--- config.mk ---
export PLATFORM = sky130hd
export DESIGN_NAME = scan_decoder_flat
export DESIGN_NICKNAME = d
export VERILOG_FILES = /design/src/rtl/scan_decoder_if.sv /design/src/rtl/scan_decoder.sv /design/src/flat_wrapper.sv
export SDC_FILE = /design/constraint.sdc
export NUM_CORES = 1
export LEC_CHECK = 0
export BUFFER_PORTS_ARGS = -buffer_cell sky130_fd_sc_hd__buf_2
export CELL_PAD_IN_SITES_DETAIL_PLACEMENT = 2
export CELL_PAD_IN_SITES_GLOBAL_PLACEMENT = 2
export CORE_MARGIN = 2
export CORE_UTILIZATION = 31
export DETAILED_ROUTE_END_ITERATION = 12
export GPL_TIMING_DRIVEN = 0
export PLACE_DENSITY_LB_ADDON = 0.1
export SYNTH_ARGS = -nofsm -noshare
export SYNTH_HDL_FRONTEND = slang
export SYNTH_SLANG_ARGS = --single-unit
--- constraint.sdc ---
create_clock -name clk -period 2.7 [get_ports clk]
set_input_delay 0.135 -clock clk [delete_from_list [all_inputs] [get_ports clk]]
set_output_delay 0.135 -clock clk [all_outputs]
set_load 0.02 [all_outputs]
--- src/rtl/scan_decoder_if.sv ---
// Bundled control inputs and registered one-hot outputs of the scan decoder.
// The master side drives mode/select/timing and observes out/idx/valid/wrap.
interface scan_decoder_if #(
  parameter int SEL_W   = 3,
  parameter int DWELL_W = 8
);
  localparam int OUT_W = 2 ** SEL_W;

  logic               en;
  logic               mode;
  logic               load;
  logic [SEL_W-1:0]   sel;
  logic [DWELL_W-1:0] dwell;
  logic [SEL_W-1:0]   scan_lim;
  logic [OUT_W-1:0]   out;
  logic [SEL_W-1:0]   idx;
  logic               valid;
  logic               wrap;

  modport master (
    output en, mode, load, sel, dwell, scan_lim,
    input  out, idx, valid, wrap
  );

  modport slave (
    input  en, mode, load, sel, dwell, scan_lim,
    output out, idx, valid, wrap
  );
endinterface

--- src/rtl/scan_decoder.sv ---
// Registered one-hot decoder with a held direct-select mode and a scan mode
// that walks 0..scan_lim, spending dwell+1 cycles on each position.
//
//   state  | meaning
//   IDLE   | outputs off, idx retained
//   DIRECT | idx shows the last loaded sel
//   SCAN   | idx advances every dwell+1 cycles, wrapping after scan_lim
module scan_decoder #(
  parameter int SEL_W   = 3,
  parameter int DWELL_W = 8
) (
  input  logic           clk,
  input  logic           rst_n,
  scan_decoder_if.slave  bus
);
  localparam int OUT_W = 2 ** SEL_W;

  typedef enum logic [1:0] {
    IDLE   = 2'd0,
    DIRECT = 2'd1,
    SCAN   = 2'd2
  } state_t;

  state_t             state_q, state_d;
  logic [SEL_W-1:0]   idx_q, idx_d;
  logic [DWELL_W-1:0] cnt_q, cnt_d;
  logic [OUT_W-1:0]   out_q, out_d;
  logic               valid_q, valid_d;
  logic               wrap_q, wrap_d;

  always_ff @(posedge clk) begin
    if (!rst_n) begin
      state_q <= IDLE;
      idx_q   <= '0;
      cnt_q   <= '0;
      out_q   <= '0;
      valid_q <= 1'b0;
      wrap_q  <= 1'b0;
    end else begin
      state_q <= state_d;
      idx_q   <= idx_d;
      cnt_q   <= cnt_d;
      out_q   <= out_d;
      valid_q <= valid_d;
      wrap_q  <= wrap_d;
    end
  end

  always_comb begin
    state_d = state_q;
    idx_d   = idx_q;
    cnt_d   = cnt_q;
    wrap_d  = 1'b0;

    if (!bus.en) begin
      state_d = IDLE;
      cnt_d   = '0;
    end else begin
      case (state_q)
        IDLE: begin
          if (bus.mode) begin
            state_d = SCAN;
            idx_d   = bus.load ? bus.sel : '0;
            cnt_d   = '0;
          end else if (bus.load) begin
            state_d = DIRECT;
            idx_d   = bus.sel;
            cnt_d   = '0;
          end
        end

        DIRECT: begin
          if (bus.load) idx_d = bus.sel;
          if (bus.mode) begin
            state_d = SCAN;
            cnt_d   = '0;
          end
        end

        SCAN: begin
          if (!bus.mode) begin
            state_d = DIRECT;
            cnt_d   = '0;
            if (bus.load) idx_d = bus.sel;
          end else if (bus.load) begin
            idx_d = bus.sel;
            cnt_d = '0;
          end else if (cnt_q >= bus.dwell) begin
            // >= keeps the counter bounded if dwell is lowered below cnt live
            cnt_d = '0;
            if (idx_q >= bus.scan_lim) begin
              idx_d  = '0;
              wrap_d = 1'b1;
            end else begin
              idx_d = idx_q + {{(SEL_W-1){1'b0}}, 1'b1};
            end
          end else begin
            cnt_d = cnt_q + {{(DWELL_W-1){1'b0}}, 1'b1};
          end
        end

        default: begin
          state_d = IDLE;
          cnt_d   = '0;
        end
      endcase
    end

    valid_d = (state_d != IDLE);
    out_d   = '0;
    if (valid_d) out_d[idx_d] = 1'b1;
  end

  assign bus.out   = out_q;
  assign bus.idx   = idx_q;
  assign bus.valid = valid_q;
  assign bus.wrap  = wrap_q;
endmodule
--- src/flat_wrapper.sv ---
// flat-port wrapper written by rule: the top's interface ports become plain ports
module scan_decoder_flat 
#(
  parameter int SEL_W   = 3,
  parameter int DWELL_W = 8
)
  (clk, rst_n, bus_en, bus_mode, bus_load, bus_sel, bus_dwell, bus_scan_lim, bus_out, bus_idx, bus_valid, bus_wrap);
  scan_decoder_if #(.SEL_W(SEL_W), .DWELL_W(DWELL_W)) bus_i ();
  input  logic clk;
  input  logic rst_n;
  input wire logic [$bits(bus_i.en)-1:0] bus_en;
  input wire logic [$bits(bus_i.mode)-1:0] bus_mode;
  input wire logic [$bits(bus_i.load)-1:0] bus_load;
  input wire logic [$bits(bus_i.sel)-1:0] bus_sel;
  input wire logic [$bits(bus_i.dwell)-1:0] bus_dwell;
  input wire logic [$bits(bus_i.scan_lim)-1:0] bus_scan_lim;
  output wire logic [$bits(bus_i.out)-1:0] bus_out;
  output wire logic [$bits(bus_i.idx)-1:0] bus_idx;
  output wire logic [$bits(bus_i.valid)-1:0] bus_valid;
  output wire logic [$bits(bus_i.wrap)-1:0] bus_wrap;
  assign bus_i.en = bus_en;
  assign bus_i.mode = bus_mode;
  assign bus_i.load = bus_load;
  assign bus_i.sel = bus_sel;
  assign bus_i.dwell = bus_dwell;
  assign bus_i.scan_lim = bus_scan_lim;
  assign bus_out = bus_i.out;
  assign bus_idx = bus_i.idx;
  assign bus_valid = bus_i.valid;
  assign bus_wrap = bus_i.wrap;
  scan_decoder #(.SEL_W(SEL_W), .DWELL_W(DWELL_W)) u_core (.clk(clk), .rst_n(rst_n), .bus(bus_i));
endmodule
After elaboration in Yosys (flattened, before gate mapping)

Index checks and enable logic that the tools add are counted.

Add/subtract/negate cells: 2
Order comparisons: 4
Equality and inequality tests: 4
Mux-type cells: 25
Bitwise logic cells: 5
Reduce and logical (&&, ||, !) cells: 7

Operator list:

| operator                                                                            | number |
|---|---|
| 8-bit 2-to-1 mux                                                                    | 6 |
| 3-bit 2-to-1 mux                                                                    | 8 |
| 8-bit one-hot mux with 3 select lines                                               | 1 |
| 2-bit 2-to-1 mux                                                                    | 5 |
| 3-bit one-hot mux with 3 select lines                                               | 1 |
| 8-bit by 1-bit adder with 8-bit output, second input constant                       | 1 |
| 8-bit greater-or-equal comparator                                                   | 1 |
| 2-bit one-hot mux with 3 select lines                                               | 1 |
| 2-bit AND reduction                                                                 | 3 |
| 6-bit OR reduction                                                                  | 1 |
| 1-bit NOT                                                                           | 5 |
| 3-bit by 4-bit less-than comparator with 1-bit output, second input constant        | 1 |
| 3-bit by 1-bit adder with 3-bit output, second input constant                       | 1 |
| 1-bit demux with 3-bit select                                                       | 1 |
| 3-bit by 1-bit greater-or-equal comparator with 1-bit output, second input constant | 1 |
| 3-bit greater-or-equal comparator                                                   | 1 |
| 3-bit inequality test, second input constant                                        | 1 |
| 2-bit by 1-bit == test with 1-bit output, second input constant                     | 1 |
| 2-bit == test, second input constant                                                | 1 |
| 2-bit logical NOT                                                                   | 1 |
| 1-bit 2-to-1 mux                                                                    | 2 |
| 2-bit inequality test, second input constant                                        | 1 |
| 2-bit nonzero test                                                                  | 1 |
| 1-bit logical AND                                                                   | 1 |

Register bits: 23
Input bits: 19
Logic and storage cells: 53

Depth between registers and ports, before layout

Depth in word-level cells: 11
Gate-level depth with buffers: 8
Mapped depth without buffers: 8

Least setup slack after synthesis

Ideal clock, no wire load.

Path kind: register to register
From: register u_core.cnt_q[0]
To: register u_core.idx_q[1], in the netlist u_core.bus.idx[1]
Data arrival time: 2073 ps
Required time: 2584 ps
Slack: 511 ps
Stages on the path, launching flop included: 9
Buffers on the path: 0
Clock period less this slack: 2189 ps
Cells stage by stage: dfxtp_1 -> inv_1 -> ha_1 -> nand2b_4 -> a2111oi_4 -> o31a_4 -> a211oi_2 -> o31a_1 -> and2_2

Word-level cells in the longest chain between the ends: 6

RTL lines:

| element                               | line               | text |
|---|---|---|
| start: declaration                    | scan_decoder.sv:26 | `logic [DWELL_W-1:0] cnt_q, cnt_d;` |
| start signal: assignment              | scan_decoder.sv:42 | `cnt_q <= cnt_d;` |
| 8-bit greater-or-equal comparator     | scan_decoder.sv:88 | `end else if (cnt_q >= bus.dwell) begin` |
| 3-bit 2-to-1 mux                      | scan_decoder.sv:88 |  |
| 3-bit 2-to-1 mux                      | scan_decoder.sv:85 | `end else if (bus.load) begin` |
| 3-bit 2-to-1 mux                      | scan_decoder.sv:81 | `if (!bus.mode) begin` |
| 3-bit one-hot mux with 3 select lines | scan_decoder.sv:59 | `case (state_q)` |
| 3-bit 2-to-1 mux                      | scan_decoder.sv:55 | `if (!bus.en) begin` |
| end signal: assignment                | scan_decoder.sv:41 | `idx_q <= idx_d;` |
| end: declaration                      | scan_decoder.sv:25 | `logic [SEL_W-1:0] idx_q, idx_d;` |

Every way passes these cells.
A chain may end at the register's enable or synchronous reset.

Worst setup path in the final report

From: register u_core.cnt_q[0]
To: register u_core.out_q[3], in the netlist u_core.bus.out[3]

Word-level cells in the longest chain between the ends: 10
Elaborated cells between the ends (all ways): 11
Classes of those cells: order compare: 3; mux: 7; reduce/logical: 1

RTL lines:

| element                                                                                                                                                     | line                | text |
|---|---|---|
| 8-bit greater-or-equal comparator (*)                                                                                                                       | scan_decoder.sv:88  |  |
| 3-bit 2-to-1 mux (*)                                                                                                                                        | scan_decoder.sv:88  |  |
| 3-bit 2-to-1 mux (*)                                                                                                                                        | scan_decoder.sv:85  |  |
| 3-bit 2-to-1 mux (*)                                                                                                                                        | scan_decoder.sv:81  |  |
| 3-bit one-hot mux with 3 select lines (*)                                                                                                                   | scan_decoder.sv:59  |  |
| 3-bit 2-to-1 mux (*)                                                                                                                                        | scan_decoder.sv:55  |  |
| 3-bit by 4-bit less-than comparator with 1-bit output (not written as such) or 3-bit by 1-bit greater-or-equal comparator with 1-bit output (tied branches) | scan_decoder.sv:111 | `if (valid_d) out_d[idx_d] = 1'b1;` |
| 1-bit logical AND (not written as such)                                                                                                                     | scan_decoder.sv:111 |  |
| 1-bit 2-to-1 mux (not written as such)                                                                                                                      | scan_decoder.sv:111 |  |
| 1-bit demux with 3-bit select (*)                                                                                                                           | --                  |  |
| end signal: assignment                                                                                                                                      | scan_decoder.sv:43  | `out_q <= out_d;` |
| end: declaration                                                                                                                                            | scan_decoder.sv:27  | `logic [OUT_W-1:0] out_q, out_d;` |

Every way passes the cells marked *; elsewhere a longest branch is shown, timed or not.

==> flow_summary.toml <==
[run_status]
status = "completed"

[sta]
slew_headroom = 0.5395
rsz0062_at_grt = "false"
fin_crit_sh = 0.8980
setup_tns_ns = 0
tightest_slew_ns = 0.6861
clock_skew_ns = 0.001799
fin_crit_ns = 2.425
fmax_mhz = 412.4
hold_viol_final = 0
fin_hold_ws_ns = 0.1691
maxSlewViolCount = 0
setup_viol = 0

[die]
dieHeight_um = 72.28
coreArea_mm2 = 0.004414
ios = 32
start_util = 0.3274
rows = 24
die_x_um = 72.28
dieArea_mm2 = 0.005224

[clock_tree]
clkTransAtPathRegs_ns = 0.08
worst_skew_pair.late_latency_ns = 0.27
cts_made_buffers = 3
cts_setup_buffers = 0
cts_root_buffer = "clkbuf_8"
cts_tree = "built"
htreeDepth = 1
cts_buffer_depth = 2
cts_sinks = 23

[yosys]
synth_flop_cell = "dfxtp_1"
synth_area_mm2 = 0.001445
netlist_instances = 174
syn-num-nets = 206
ys_seq_area_frac = 0.3186
yosys-top-cells-count = "dfxtp_1 (23), nor2_1 (19), inv_1 (17)"
ys_ff_latch = 23
async_flop_share = 0
synth_top_area_share = 0.3186
synth_most_common_cell = "dfxtp_1"
yosysTopAreaCell = "dfxtp_1"
synth_cell_type_count = 42
ys_top_cells_by_area = "dfxtp_1 (32%), ha_1 (11%), nor2_1 (4.9%), inv_1 (4.4%), nor3_1 (4.2%)"
avgSynthCellArea_um2 = 8.305
synth_edf_count = 0
yosysWarnings = 0

[global_routing]
grt.overflow.total = 0
grt_pass1_vias = 1530
track_usage = 0.1758
antenna_found_initial = 0
grt_pass1_wl_um = 7148
grt_max_degree = 13

[placement]
numPortBuffers = 30
gp_congestion = 0.8112
dp_hpwl_um = 3497

[critical_path]
arrival_ns = 2.57
reg2regPathDepth = 8
crit_path_max_fanout = 6
cp_data_required_time_ns = 2.84
critPathKind = "flip-flop to flip-flop"
crit_path_end_kind = "flip-flop"
worstSetupStartpointType = "flip-flop"

[min_path]
holdCritPathClass = "input pin to flip-flop"
min_delay_path_depth = 2

[run]
drv_cap = 0

[routing]
ant_nets = 0
first_iter_violations = 40
drtPass1Iterations = 4
drc = 0
wl_per_cell_um = 16.11
dr_total_vias = 1380
wirelength_um = 4188
vias_per_cell = 5.308

[pwr]
power_density_mw_per_mm2 = 398.1
vdd_drop_max_mv = 0.1882
p_leak_nw = 0.7970

[finish]
fin_nets = 241
drive_above_1_share = 0.2260
num_antenna_cells = 0
area_growth_pct = 19.05
==> final timing paths <==
path	startpoint	end	slack, ns
worst max-delay path	u_core.cnt_q[0]	u_core.bus.out[3]	0.28
worst min-delay path	rst_n	u_core.bus.idx[0]	0.17
worst max register to register	u_core.cnt_q[0]	u_core.bus.out[3]	0.28
worst min register to register	u_core.cnt_q[7]	u_core.cnt_q[7]	0.50
==> final cells by class <==
type	instances	area [µm²]
Fill cell	525	2694
Multi-Input combinational cell	130	919.6
Sequential cell	23	460.4
Timing Repair Buffer	30	150.1
Tap cell	52	65.06
Inverter	17	63.81
Clock buffer	4	45.04
Buffer	4	16.27
==> report_power, final <==
part | leakage, nW | internal (mW) | switching, mW | total, mW
clock network | 0.0228 | 0.105 | 0.109 | 0.215
logic | 0.588 | 0.0459 | 0.0730 | 0.119
registers | 0.186 | 0.345 | 0.00624 | 0.351
==> cell usage in the layout (no fill, tap or decap), types with 2 or more instances in the layout <==
cell type	synthesis	layout
nand3_1	5	5
xor2_1	5	5
inv_1	17	17
nor2_1	19	19
a21oi_1	10	10
ha_1	13	13
o31a_1	2	2
and3_1	2	2
dfxtp_1	23	23
clkbuf_8	0	3
nor3_1	12	12
mux2i_1	2	2
o21ai_0	7	7
o21a_1	2	2
a211oi_1	2	2
and2_1	4	4
nand4_1	5	5
a211oi_2	2	2
buf_2	1	31
clkbuf_1	3	4
nand2_1	16	16
==> critical path, stage by stage (launching register included) <==
cell and delay, ns:
dfxtp_1 0.47, inv_1 0.08, ha_1 0.27, nand2b_4 0.15, a2111oi_4 0.44, o31ai_4 0.13
nor3_1 0.32, o41a_1 0.34, nor3_1 0.10
==> metal layers <==
layer / vias to the layer above / GRT usage / share of wire
met4: 0 / 0.05241 / 0.011
met1: 669 / 0.2092 / 0.43
li1: 684 / - / -
met2: 22 / 0.3211 / 0.53
met5: - / 0 / 0
met3: 5 / 0.02917 / 0.030
==> logic make-up after synthesis <==
group / after synthesis / synth area share
xor+xnor: 6 / 0.03636
compound gates: 40 / 0.2312
flops: 23 / 0.3186
fa+ha+maj: 13 / 0.1126
simple gates: 69 / 0.2320
buf+inv: 21 / 0.05541
mux: 2 / 0.01385
==> stage by stage <==
| step | power, mW | setup WS, ns | instance area (µm²) | util | instances |
|---|---|---|---|---|---|
| final | 0.6849 | 0.2755 | 1720 | 0.3897 | 260 |
| after global routing | 0.7258 | 0.004402 | 1720 | 0.3897 | 260 |
| after CTS | 0.6900 | 0.1983 | 1705 | 0.3863 | 260 |
| after detailed placement | 0.4786 | 0.2142 | 1660 | 0.3761 | 256 |
| after global placement | 0.4712 | 0.2513 | 1660 | 0.3761 | 256 |
| after floorplan | 0.4346 | 0.5110 | 1445 | - | 174 |
==> flip-flops by register name (all words and copies together), names as in the netlist <==
register          count
u_core.cnt_q          8
u_core.bus.out        8
u_core.bus.valid      1
u_core.bus.idx        3
u_core.state_q        2
u_core.bus.wrap       1
==> repair_timing <==
action / in CTS / in global routing
resized for setup: 0 / 3
setup endpoints to repair: 0 / 8
hold endpoints to repair: 0 / 0
hold buffers: 0 / 0
Note: power is estimated with default switching activity, not from simulation.
